<file path="config.mk">
export PLATFORM = sky130hd
export DESIGN_NAME = display_mux_scheduler
export DESIGN_NICKNAME = d
export VERILOG_FILES = /design/src/rtl/display_pkg.sv /design/src/rtl/slot_timer.sv /design/src/rtl/display_mux_scheduler.sv
export SDC_FILE = /design/constraint.sdc
export NUM_CORES = 1
export LEC_CHECK = 0
export BUFFER_PORTS_ARGS = -buffer_cell sky130_fd_sc_hd__buf_4
export CORE_MARGIN = 4
export CORE_UTILIZATION = 40
export CTS_BUF_LIST = sky130_fd_sc_hd__clkbuf_16
export CTS_CLUSTER_DIAMETER = 30
export DETAILED_ROUTE_END_ITERATION = 8
export MAX_ROUTING_LAYER = met4
export SETUP_SLACK_MARGIN = 0.1
export SLEW_MARGIN = 0
export SYNTH_ARGS = -nofsm -noshare
export SYNTH_HDL_FRONTEND = slang
export SYNTH_SLANG_ARGS = --single-unit
</file>
<file path="constraint.sdc">
create_clock -name clk -period 3.1 [get_ports clk]
set_input_delay 0.62 -clock clk [delete_from_list [all_inputs] [get_ports clk]]
set_output_delay 0.62 -clock clk [all_outputs]
set_load 0.01 [all_outputs]
</file>
<file path="src/rtl/display_pkg.sv">
// rtl/display_pkg.sv - shared types and constants for the display multiplex scheduler
package display_pkg;

    // Scan controller states.
    typedef enum logic [1:0] {
        IDLE  = 2'd0,
        BLANK = 2'd1,
        DRIVE = 2'd2
    } disp_state_t;

    // Default width of one digit value (one hex nibble).
    localparam int DIGIT_W_DEF = 4;

endpackage

</file>
<file path="src/rtl/slot_timer.sv">
// rtl/slot_timer.sv - per-slot cycle counter with blank-done and slot-done strobes
//
// Ports:
//   clk           system clock
//   reset_i       synchronous active-high reset
//   run_i         count while high
//   clear_i       force the count back to 0 (wins over run_i)
//   blank_done_o  high on the last blank cycle of a slot (count == BLANK_CYCLES-1)
//   slot_done_o   high on the last cycle of a slot (count == DIV_COUNT-1)
module slot_timer #(
    parameter int DIV_COUNT    = 2000,
    parameter int BLANK_CYCLES = 16
) (
    input  logic clk,
    input  logic reset_i,
    input  logic run_i,
    input  logic clear_i,
    output logic blank_done_o,
    output logic slot_done_o
);

    localparam int CNT_W = $clog2(DIV_COUNT);
    localparam logic [CNT_W-1:0] SLOT_LAST  = CNT_W'(DIV_COUNT - 1);
    localparam logic [CNT_W-1:0] BLANK_LAST = CNT_W'(BLANK_CYCLES - 1);

    logic [CNT_W-1:0] cnt_q;
    logic [CNT_W-1:0] cnt_d;

    // The wrap is an exact compare, so the counter never needs to roll over.
    always_comb begin
        cnt_d = cnt_q;
        if (clear_i) begin
            cnt_d = '0;
        end else if (run_i) begin
            cnt_d = (cnt_q == SLOT_LAST) ? '0 : cnt_q + 1'b1;
        end
    end

    always_ff @(posedge clk) begin
        if (reset_i) begin
            cnt_q <= '0;
        end else begin
            cnt_q <= cnt_d;
        end
    end

    assign blank_done_o = run_i && !clear_i && (cnt_q == BLANK_LAST);
    assign slot_done_o  = run_i && !clear_i && (cnt_q == SLOT_LAST);

endmodule

</file>
<file path="src/rtl/display_mux_scheduler.sv">
// rtl/display_mux_scheduler.sv - multiplexed seven-segment digit scan scheduler
//
// Time-shares one decoder across NUM_DIGITS common-anode digits. Each slot
// starts with BLANK_CYCLES cycles of all anodes off, then drives its anode
// for the rest of the DIV_COUNT-cycle slot.
//
// Ports:
//   clk         system clock
//   reset       synchronous active-high reset
//   enable      run the scan; low returns to idle with anodes off
//   digits_in   packed digit values, digit 0 in the LSBs
//   hex_sel     registered nibble for the shared decoder
//   anode_n     registered active-low anode enables, at most one low
//   slot_idx    registered current slot index
//   frame_tick  one-cycle pulse on the first blank cycle after a frame wrap
//
// Build option: DISPLAY_LZ_BLANK_EN enables leading-zero suppression.
module display_mux_scheduler
    import display_pkg::*;
#(
    parameter int NUM_DIGITS   = 2,
    parameter int DIV_COUNT    = 2000,
    parameter int BLANK_CYCLES = 16,
    parameter int DIGIT_W      = DIGIT_W_DEF
) (
    input  logic                            clk,
    input  logic                            reset,
    input  logic                            enable,
    input  logic [NUM_DIGITS*DIGIT_W-1:0]   digits_in,
    output logic [DIGIT_W-1:0]              hex_sel,
    output logic [NUM_DIGITS-1:0]           anode_n,
    output logic [$clog2(NUM_DIGITS)-1:0]   slot_idx,
    output logic                            frame_tick
);

    localparam int SLOT_W = $clog2(NUM_DIGITS);
    localparam logic [SLOT_W-1:0]     SLOT_LAST = SLOT_W'(NUM_DIGITS - 1);
    localparam logic [NUM_DIGITS-1:0] ALL_OFF   = '1;

    disp_state_t            state_q, state_d;
    logic [SLOT_W-1:0]      slot_q, slot_d;
    logic [DIGIT_W-1:0]     hex_q, hex_d;
    logic [NUM_DIGITS-1:0]  anode_q, anode_d;
    logic                   tick_q, tick_d;
    logic                   lz_q, lz_d;

    logic                   blank_done;
    logic                   slot_done;
    logic [SLOT_W-1:0]      load_slot;
    logic [DIGIT_W-1:0]     load_nibble;
    logic                   load_lz;

    slot_timer #(
        .DIV_COUNT    (DIV_COUNT),
        .BLANK_CYCLES (BLANK_CYCLES)
    ) u_slot_timer (
        .clk          (clk),
        .reset_i      (reset),
        .run_i        (state_q != IDLE),
        .clear_i      ((state_q == IDLE) || !enable),
        .blank_done_o (blank_done),
        .slot_done_o  (slot_done)
    );

    // Slot whose nibble is loaded on the next BLANK entry: slot 0 when
    // starting from idle, otherwise the successor of the current slot.
    always_comb begin
        load_slot = '0;
        if (state_q != IDLE) begin
            load_slot = (slot_q == SLOT_LAST) ? '0 : slot_q + 1'b1;
        end
    end

    assign load_nibble = digits_in[int'(load_slot)*DIGIT_W +: DIGIT_W];

`ifdef DISPLAY_LZ_BLANK_EN
    // A slot is a leading zero when it and every more-significant digit are
    // zero; digit 0 always shows. Sampled together with hex_sel.
    assign load_lz = (load_slot != '0) &&
                     ((digits_in >> (int'(load_slot)*DIGIT_W)) == '0);
`else
    assign load_lz = 1'b0;
`endif

    always_comb begin
        state_d = state_q;
        slot_d  = slot_q;
        hex_d   = hex_q;
        anode_d = anode_q;
        lz_d    = lz_q;
        tick_d  = 1'b0;
        case (state_q)
            IDLE: begin
                anode_d = ALL_OFF;
                slot_d  = '0;
                if (enable) begin
                    state_d = BLANK;
                    hex_d   = load_nibble;
                    lz_d    = load_lz;
                end
            end
            BLANK: begin
                if (!enable) begin
                    state_d = IDLE;
                    anode_d = ALL_OFF;
                    slot_d  = '0;
                end else if (blank_done) begin
                    state_d = DRIVE;
                    anode_d = lz_q ? ALL_OFF : ~(NUM_DIGITS'(1) << slot_q);
                end
            end
            DRIVE: begin
                if (!enable) begin
                    state_d = IDLE;
                    anode_d = ALL_OFF;
                    slot_d  = '0;
                end else if (slot_done) begin
                    state_d = BLANK;
                    anode_d = ALL_OFF;
                    slot_d  = load_slot;
                    hex_d   = load_nibble;
                    lz_d    = load_lz;
                    tick_d  = (slot_q == SLOT_LAST);
                end
            end
            default: begin
                state_d = IDLE;
                anode_d = ALL_OFF;
                slot_d  = '0;
            end
        endcase
    end

    always_ff @(posedge clk) begin
        if (reset) begin
            state_q <= IDLE;
            slot_q  <= '0;
            hex_q   <= '0;
            anode_q <= ALL_OFF;
            tick_q  <= 1'b0;
            lz_q    <= 1'b0;
        end else begin
            state_q <= state_d;
            slot_q  <= slot_d;
            hex_q   <= hex_d;
            anode_q <= anode_d;
            tick_q  <= tick_d;
            lz_q    <= lz_d;
        end
    end

    assign hex_sel    = hex_q;
    assign anode_n    = anode_q;
    assign slot_idx   = slot_q;
    assign frame_tick = tick_q;

endmodule

</file>
* Word-level counts from Yosys, hierarchy flattened
Index checks and enable logic that the tools add are counted.
** Word-level totals
- Flip-flop bits (word level) :: 22
- Input port bits :: 11
** Cells by class
- $add $sub $neg :: 2
- Equal/unequal tests :: 10
- Shift operators :: 2
- Muxes and demuxes :: 27
- Bitwise logic cells :: 4
- Reduce and logical (&&, ||, !) cells :: 15
** Operators by type and width (number)
- $mux W2 :: 10
- $mux W4 :: 3
- $add A11 B1 Y11 const B :: 1
- $eq A11 B11 Y1 const B :: 1
- $eq A11 B4 Y1 const B :: 1
- $mux W11 :: 1
- $mux W1 :: 8
- $ne A2 B2 Y1 const B :: 4
- $pmux W4 S2 :: 1
- $shiftx A8 B4 Y4 :: 1
- $ne A3 B3 Y1 const B :: 2
- $pmux W2 S3 :: 1
- $pmux W1 S2 :: 2
- $pmux W2 S2 :: 1
- $reduce_and A2 Y1 :: 2
- $reduce_and A4 Y1 :: 1
- $reduce_bool A2 Y1 :: 2
- $reduce_or A4 Y1 :: 1
- $logic_and A1 B1 Y1 :: 3
- $not A1 Y1 :: 3
- $reduce_and A3 Y1 :: 1
- $eq A2 B1 Y1 const B :: 1
- $eq A2 B2 Y1 const B :: 1
- $logic_not A1 Y1 :: 2
- 6 further kinds :: 6

* Longest topological paths before layout
- Depth after elaboration :: 8
- Depth in mapped cells :: 5
- Depth with buffers taken out :: 5

* Hierarchy
A second synthesis with hierarchy kept.
** Second synthesis, totals
- Cell total of the unflattened synthesis :: 125
- Area, all modules :: 1113.6 um2
** Modules (own cells, without submodules)
- slot_timer :: instances 1, cells each 71, area an instance 618.1 um2
- display_mux_scheduler :: instances 1, cells each 54, area an instance 495.5 um2

* Worst setup path after synthesis
No wires, ideal clock.
- Path type :: register to register
- Start :: reg u_slot_timer.cnt_q[8]
- End :: reg anode_q[0], in the netlist anode_n[0]
- Arrival :: 1534 ps
- Path slack :: 1442 ps
- Stages on the path, launching flop included :: 5
- Clock period less this slack :: 1658 ps
- Path through :: dfxtp_1 > or4_4 > or4_4 > nor3_1 > o21ai_1
** Between the ends
- Cells in the longest elaborated chain, start to end :: 4
- Elaborated cells between the ends (all ways) :: 7
** RTL lines
- from (decl) :: line slot_timer.sv:26 : logic [CNT_W-1:0] cnt_q;
- from (signal assigned) :: line slot_timer.sv:43 : cnt_q <= cnt_d;
- $eq A11 B11 Y1 / $eq A11 B4 Y1 (equally long branches) :: line slot_timer.sv:48, slot_timer.sv:47
- $logic_and A1 B1 Y1 (on tied branches) :: line slot_timer.sv:48, slot_timer.sv:47
- $ne A3 B3 Y1 (no source line)
- $reduce_and A2 Y1 (no source line) *
- to (signal assigned) :: line display_mux_scheduler.sv:146 : anode_q <= anode_d;
- to (decl) :: line display_mux_scheduler.sv:43 : logic [NUM_DIGITS-1:0] anode_q, anode_d;
Every way passes the cells marked *; elsewhere a longest branch is shown, timed or not.
A chain may end at the register's enable or synchronous reset.

* Worst setup path in the final report
- Start :: reg u_slot_timer.cnt_q[0]
- End :: reg anode_q[1], in the netlist anode_n[1]
Same word-level chain as after synthesis.

==> qor.yml <==
status:
  outcome: "completed"
pwr:
  irDropWorstVdd_mv: 0.537
  power.density_cell_area_mw_per_mm2: 481
  total_leakage_power_nw: 0.418
  finalPower_uw: 586
synthesis:
  yosys_register_bits: 21
  syn_area_um2: 972
  syn_area_per_cell_um2: 8.76
  synthTopCellsByArea: "dfxtp_1, nor2_1, xnor2_1"
  syn_inst: 111
  synth_cell_type_count: 31
  synth_top_area_frac: 0.432
  synth_fp_nets: 123
  yosysSeqAreaShare: 0.432
  yosysWarnings: 0
  yosysTopAreaCell: "dfxtp_1"
worst_setup_path:
  endpoint_kind: "flip-flop"
  cp_max_fo: 5
  cp.required_ns: 3.28
  critPathLaunchType: "flip-flop"
  path_class: "reg2reg"
  crit_arrival_ns: 1.97
clocking:
  hold_buffers: 0
  clkTransAtPathRegs_ns: 0.05
  ctsResizeCount: 0
  cts_sinks: 21
  cts_buffers: 3
  post_cts_buffers: 0
  clockBufferDepth: 2
  clockRootBuffer: "clkbuf_16"
  htreeDepth: 1
  cts_tree: "built"
  clock_latency_ns: 0.25
sta:
  skew_ns: 0.00251
  relSlewSlack: 0.561
  setup_viol: 0
  hold_viol: 0
  hold_slack_ns: 0.449
  worst_pin_slew_ns: 0.650
  fin_crit_sh: 0.577
  drv_slew: 0
  rsz0062_at_grt: "no"
  min_period_ns: 1.79
  fin_ws_ns: 1.31
  fmax_ghz: 0.559
  setup_tns_ns: 0
final_layout:
  syn_to_final_growth_pct: 25.2
  final_nets: 145
  layout_commonest_cell: "dfxtp_1"
  n_fill_cell: 213
  fin_cells: 160
  layout-drive-gt1-share: 0.197
  mostFrequentLayoutCells: "dfxtp_1, nor2_1, buf_4"
  diodes: 0
die:
  io-pin-count: 19
  die_x_um: 57.3
  fp-row-count: 17
  core_area_mm2: 0.00225
  die_area_mm2: 0.00328
  initial_core_util: 0.431
  die_h_um: 57.3
placed_design:
  pre_cts_ws_ns: 1.33
  place_hpwl_um: 1620
  gp_congestion: 0.762
  io_buffers: 18
  place_inst: 156
drt:
  wl_met3_um: 124
  drtIter0Drc: 29
  via_per_inst: 5.31
  highest_layer: "met4"
  drc: 0
  via_count: 849
  wl_met1_um: 958
  drtAntennaViolNets: 0
  routed-wl-met2_um: 1040
  first_pass_iters: 4
  wl_um: 2150
  drt-wirelength-per-cell_um: 13.5
global_routing:
  grt-ovfl-total: 0
  grt_use_total: 0.148
  grt_max_degree: 12
  grt_pass1_vias: 843
  grt_pass1_wl_um: 3710
  antenna_found_initial: 0
hold_path:
  hp-class: "reg2reg"
flow_run:
  max-cap-violations: 0
-- logic make-up after synthesis --
kind of cell    Yosys count  synth area share
compound gates           21             0.144
fa+ha+maj                 1            0.0129
xor+xnor                  8            0.0721
mux                       5            0.0528
buf+inv                   6            0.0232
simple gates             49             0.263
flops                    21             0.432
-- layer usage --
layer,vias up,GRT usage
met4,0,0.0397
met2,25,0.237
li1,439,-
met3,4,0.0543
met1,381,0.175
met5,-,-
-- flip-flops by register name, indices dropped and copies added (netlist names) --
register,cells
u_slot_timer.cnt_q,11
anode_n,2
hex_sel,4
slot_idx,1
state_q,2
frame_tick,1
-- power by group --
part | internal (mW) | switching, mW | total (mW)
clock | 0.172 | 0.0953 | 0.267
sequential | 0.275 | 0.00385 | 0.279
combinational | 0.0213 | 0.0183 | 0.0397
total | 0.469 | 0.117 | 0.586
-- cells in the mapped netlist --
cell type	number
o41ai_1	2
o21ai_0	1
dfxtp_1	21
o211ai_1	1
nand4_1	3
nand4b_1	1
nor2_2	1
nor2b_1	4
nor3_1	6
and4_2	1
o21a_1	1
a311oi_1	1
o21ai_1	2
inv_1	5
a41oi_1	1
nand3_1	3
a211oi_1	4
nor2_1	20
nand2b_1	1
a41o_1	1
mux2_2	1
and2_1	1
nor4bb_1	1
clkbuf_1	1
mux2i_1	4
and3_1	1
xnor2_1	8
ha_1	1
or4_4	2
a21oi_1	7
nand2_1	4
-- metrics by stage --
stage | cell area [µm²] | util
floorplan | 972 | -
global placement | 1140 | 0.505
detailed placement | 1140 | 0.505
CTS | 1220 | 0.540
global route | 1220 | 0.540
finish | 1220 | 0.540
-- cell type report --
class	count	area, µm²	area share
Clock inverter	1	3.75	0.00308
Tap cell	28	35.0	0.0288
Clock buffer	3	75.1	0.0617
Timing Repair Buffer	18	135	0.111
Sequential cell	21	420	0.345
Multi-Input combinational cell	84	529	0.435
Inverter	5	18.8	0.0154
-- final timing paths --
| path | startpoint | end | slack (ns) | cells after the start |
|---|---|---|---|---|
| max | u_slot_timer.cnt_q[0] | anode_n[1] | 1.31 | 5 |
| min | u_slot_timer.cnt_q[0] | u_slot_timer.cnt_q[0] | 0.45 | 1 |
| max reg2reg | u_slot_timer.cnt_q[0] | anode_n[1] | 1.31 | 5 |
| min reg2reg | u_slot_timer.cnt_q[0] | u_slot_timer.cnt_q[0] | 0.45 | 1 |
-- worst max-delay path: stages (launching register included) --
cell	delay [ns]
dfxtp_1	0.35
ha_1	0.23
nand4b_1	0.19
o41ai_1	0.65
a21oi_1	0.14
o21ai_1	0.16
Power figures use the tool's default switching activity.
